$ cat src/rtl/alu_issue_ctrl.sv
// Purpose: register-file front end that feeds the 8-bit ALU and writes its result back.
// Latency: accept on edge T, ALU settles at T+1, writeback and flag capture on the closing edge of T+2.
// Backpressure: instr_ready is low in EXEC and WB, so one instruction is accepted every 3 cycles.
module alu_issue_ctrl #(
    parameter int DATA_W  = 8,
    parameter int REG_CNT = 4
) (
    input  logic              clk,
    input  logic              rst,
    input  logic              instr_valid,
    output logic              instr_ready,
    input  logic [9:0]        instr,
    input  logic              ld_en,
    input  logic [1:0]        ld_addr,
    input  logic [DATA_W-1:0] ld_data,
    input  logic [1:0]        rd_addr,
    output logic [DATA_W-1:0] rd_data,
    output logic [DATA_W-1:0] alu_a,
    output logic [DATA_W-1:0] alu_b,
    output logic [3:0]        alu_op,
    input  logic [DATA_W-1:0] alu_result,
    input  logic              alu_c,
    input  logic              alu_z,
    input  logic              alu_n,
    input  logic              alu_ov,
    output logic              flag_c,
    output logic              flag_z,
    output logic              flag_n,
    output logic              flag_ov,
    output logic              done,
    output logic              err
);

    localparam logic [1:0] S_IDLE = 2'd0;
    localparam logic [1:0] S_EXEC = 2'd1;
    localparam logic [1:0] S_WB   = 2'd2;

    // Highest defined opcode (DEC B); everything above it is illegal.
    localparam logic [3:0] OP_LAST = 4'd8;

    logic [1:0]        state;
    logic [1:0]        dst_q;
    logic [DATA_W-1:0] regs [REG_CNT];
    logic              accept;
    logic              in_wb;
    logic              op_legal;

    assign instr_ready = (state == S_IDLE);
    assign accept      = instr_valid && instr_ready;
    assign in_wb       = (state == S_WB);
    assign done        = in_wb;
    // alu_op is held from accept, so legality is judged on the latched opcode.
    assign op_legal    = (alu_op <= OP_LAST);
    assign rd_data     = regs[rd_addr];

    // Sequence each instruction through EXEC and WB before offering ready again.
    always_ff @(posedge clk or posedge rst) begin
        if (rst) begin
            state <= S_IDLE;
        end else begin
            case (state)
                S_IDLE:  state <= accept ? S_EXEC : S_IDLE;
                S_EXEC:  state <= S_WB;
                S_WB:    state <= S_IDLE;
                default: state <= S_IDLE;
            endcase
        end
    end

    // Capture operands, opcode and destination on accept; they stay put until the next accept.
    always_ff @(posedge clk or posedge rst) begin
        if (rst) begin
            alu_a  <= '0;
            alu_b  <= '0;
            alu_op <= '0;
            dst_q  <= '0;
        end else if (accept) begin
            alu_a  <= regs[instr[3:2]];
            alu_b  <= regs[instr[1:0]];
            alu_op <= instr[9:6];
            dst_q  <= instr[5:4];
        end
    end

    // Register file: direct loads at any time; a legal writeback to the same register overrides the load.
    always_ff @(posedge clk or posedge rst) begin
        if (rst) begin
            for (int i = 0; i < REG_CNT; i++) begin
                regs[i] <= '0;
            end
        end else begin
            if (ld_en) begin
                regs[ld_addr] <= ld_data;
            end
            if (in_wb && op_legal) begin
                regs[dst_q] <= alu_result;
            end
        end
    end

    // Flags follow the ALU on legal writebacks; err latches illegal ops until the next legal one.
    always_ff @(posedge clk or posedge rst) begin
        if (rst) begin
            flag_c  <= 1'b0;
            flag_z  <= 1'b0;
            flag_n  <= 1'b0;
            flag_ov <= 1'b0;
            err     <= 1'b0;
        end else if (in_wb) begin
            if (op_legal) begin
                flag_c  <= alu_c;
                flag_z  <= alu_z;
                flag_n  <= alu_n;
                flag_ov <= alu_ov;
                err     <= 1'b0;
            end else begin
                err     <= 1'b1;
            end
        end
    end

endmodule

$ cat config.mk
export PLATFORM = sky130hd
export DESIGN_NAME = alu_issue_ctrl
export DESIGN_NICKNAME = d
export VERILOG_FILES = /design/src/rtl/alu_issue_ctrl.sv
export SDC_FILE = /design/constraint.sdc
export NUM_CORES = 1
export LEC_CHECK = 0
export ABC_AREA = 1
export BUFFER_PORTS_ARGS = -buffer_cell sky130_fd_sc_hd__buf_2
export CAP_MARGIN = 20
export CORE_AREA = 2 2 108 110
export CTS_BUF_LIST = sky130_fd_sc_hd__clkbuf_16
export DETAILED_ROUTE_END_ITERATION = 7
export DIE_AREA = 0 0 110 112
export GPL_TIMING_DRIVEN = 1
export MAX_ROUTING_LAYER = met4
export PLACE_DENSITY = 0.52
export SLEW_MARGIN = 30
export SYNTH_ARGS = -nofsm -noshare
export SYNTH_HDL_FRONTEND = slang
export SYNTH_SLANG_ARGS = --single-unit
$ cat constraint.sdc
create_clock -name clk -period 2.65 [get_ports clk]
set_clock_uncertainty 0.1 [all_clocks]
set_input_delay 0.3975 -clock clk [delete_from_list [all_inputs] [get_ports clk]]
set_output_delay 0.3975 -clock clk [all_outputs]
set_load 0.05 [all_outputs]
==> results.json <==
{
  "synth_area_um2": 3790,
  "post_cts_buffers": 0,
  "grt_pass1_vias": 3792,
  "avgSynthCellArea_um2": 6.76,
  "slowest_stage": "dfrtp_1",
  "clk_latency_ns": 0.33,
  "tns_ns": 0,
  "synth_cell_types": 22,
  "p_per_area_nw_per_um2": 1010,
  "dr.pass1.iters": 5,
  "required_ns": 2.15,
  "die_width_um": 110,
  "startpoint_type": "register",
  "clockRootBuffer": "clkbuf_16",
  "worstPathArrival_ns": 1.52,
  "h-tree-depth": 3,
  "clk_pin_slew_ns": 0.05,
  "setup_viol": 0,
  "antenna_left": 0,
  "drtIter0Drc": 317,
  "worst_pin_slew_ns": 0.709,
  "syn_nets": 599,
  "p_seq_share_pct": 33.0,
  "dieArea_um2": 12300,
  "max-cap-violations": 0,
  "hold_path.class": "in2async",
  "ctsResizeCount": 0,
  "yosysWarnings": 0,
  "p_leak_nw": 2.51,
  "cts.sinks": 61,
  "fillerInstances": 1179,
  "wire_per_inst_um": 16.3,
  "start_util_pct": 33.9,
  "drive_gt1_share_pct": 17.3,
  "min_period_ns": 2.02,
  "area_growth_pct": 19.1,
  "grt_start_max_net_pins": 39,
  "ios": 73,
  "gp_congestion": 0.850,
  "diodes": 0,
  "pre_cts_ws_ns": 0.718,
  "fmax_ghz": 0.495,
  "antenna_found_initial": 0,
  "end_kind": "output pin",
  "hold_viol": 0,
  "slowest_delay_ns": 0.41,
  "switching_share_pct": 45.1,
  "hold_buffers": 0,
  "cp_cell_sequence": "nor2_4 -> buf_2",
  "core-area_um2": 11200,
  "p_clk_share_pct": 27.1,
  "status": "finished clean",
  "final_nets": 662,
  "worstSetupPathType": "reg2out",
  "total_power_mw": 4.57,
  "cts_buffers": 9,
  "final_cell_mix": "nand2_1, buf_2, dfrtp_1",
  "final_common_cell": "nand2_1",
  "p_int_mw": 2.51,
  "overflow": 0,
  "drc": 0,
  "pwr-share-comb_pct": 39.9,
  "grt_pass1_wl_um": 20300,
  "cp_max_fo": 19,
  "clockBufferDepth": 2,
  "cts_tree": "yes",
  "fin_util_pct": 40.4,
  "vias": 3877,
  "avgViaCountPerCell": 5.02,
  "power_switching_mw": 2.06,
  "portBuffers": 72,
  "dp_hpwl_um": 9340,
  "wirelength_um": 12600,
  "setup_ws_ns": 0.629,
  "rsz0062_at_grt": "no",
  "syn_inst": 561,
  "slew-limit-headroom_pct": 52.5,
  "track_usage_pct": 22.5,
  "period_share_pct": 76.3,
  "ys_seq_elements": 61,
  "yosysSeqAreaShare_pct": 40.3,
  "slew_violations": 0,
  "ir_worst_vdd_v": 0.000461,
  "row_count": 39,
  "die_h_um": 112
}
[per-layer routing]
layer	global-route usage [%]	routed length [um]	part of all wire, %
met3	2.93	574	4.6
met2	32.8	5780	46
met5	-	0	0
met1	31.4	5900	47
met4	9.20	330	2.6
[worst max-delay path, delay by kind of cell (launching register included)]
kind,cells,cell delay [ns]
simple gates,1,0.41
buf+inv,1,0.35
flops,1,0.41
[power by group through the flow]
| stage | clock (mW) | combinational [mW] | sequential (mW) |
|---|---|---|---|
| floorplan | 0 | 0.949 | 1.87 |
| global placement | 0 | 1.81 | 1.53 |
| detailed placement | 0 | 1.83 | 1.52 |
| CTS | 1.26 | 1.84 | 1.51 |
| global route | 1.30 | 2.02 | 1.55 |
| finish | 1.24 | 1.82 | 1.51 |
[cell type report]
type                            instances  area, um^2  area share, %
Clock inverter                          7        81.3           1.80
Timing Repair Buffer                   79         425           9.42
Inverter                               56         210           4.66
Sequential cell                        61        1530           33.8
Clock buffer                            9         225           4.99
Multi-Input combinational cell        417        1870           41.4
Tap cell                              143         179           3.96
[logic make-up after synthesis]
kind of cell	after synthesis	share of synthesized area, %
simple gates	365	41.8
flops	61	40.3
buf+inv	83	10.5
compound gates	52	7.49
[worst paths after layout]
kind	start	end	slack, ns	cells after the start
max	state[0]	done	0.63	2
min	rst	alu_op[3]	0.01	2
max reg2reg	state[0]	alu_a[5]	0.86	5
min reg2reg	flag_z	flag_z	0.37	2
max in group asynchronous	rst	regs[9]	1.82	3
min in group clk	instr[7]	alu_op[1]	0.15	3
[per-stage QoR]
step	cell area (um^2)	hold WS, ns	std cells
floorplan	3790	0.342	561
global placement	4210	0.350	756
detailed placement	4210	0.357	756
CTS	4520	0.0349	772
global route	4520	0.0605	772
finish	4520	0.0106	772
[state kept, by name, indices dropped and copies added, names as in the netlist, 2 cells and up]
| name | flops |
|---|---|
| alu_b | 8 |
| alu_op | 4 |
| state | 2 |
| dst_q | 2 |
| regs | 32 |
| alu_a | 8 |
[synthesized netlist by cell type]
cell type  number  area share (%)
clkbuf_1        3            0.30
nor2_2          3            0.50
dfrtp_1        61              40
nor2_1         19             1.9
nand3_1        39             5.1
nand2_2         1            0.17
o21a_1          1            0.20
o21ai_0        33             4.4
buf_4           7             1.4
buf_2          11             1.5
o21ai_2         3            0.69
buf_6           6             1.8
clkinv_1        2            0.20
o21ai_1         7            0.92
inv_2           3            0.30
nand4_1        40             6.6
nand3_2         2            0.53
nand3_4         2            0.92
o22ai_1         8             1.3
inv_1          51             5.0
nor2_4          2            0.59
nand2_1       257              25
No activity file was read; power rests on OpenSTA's default activity.
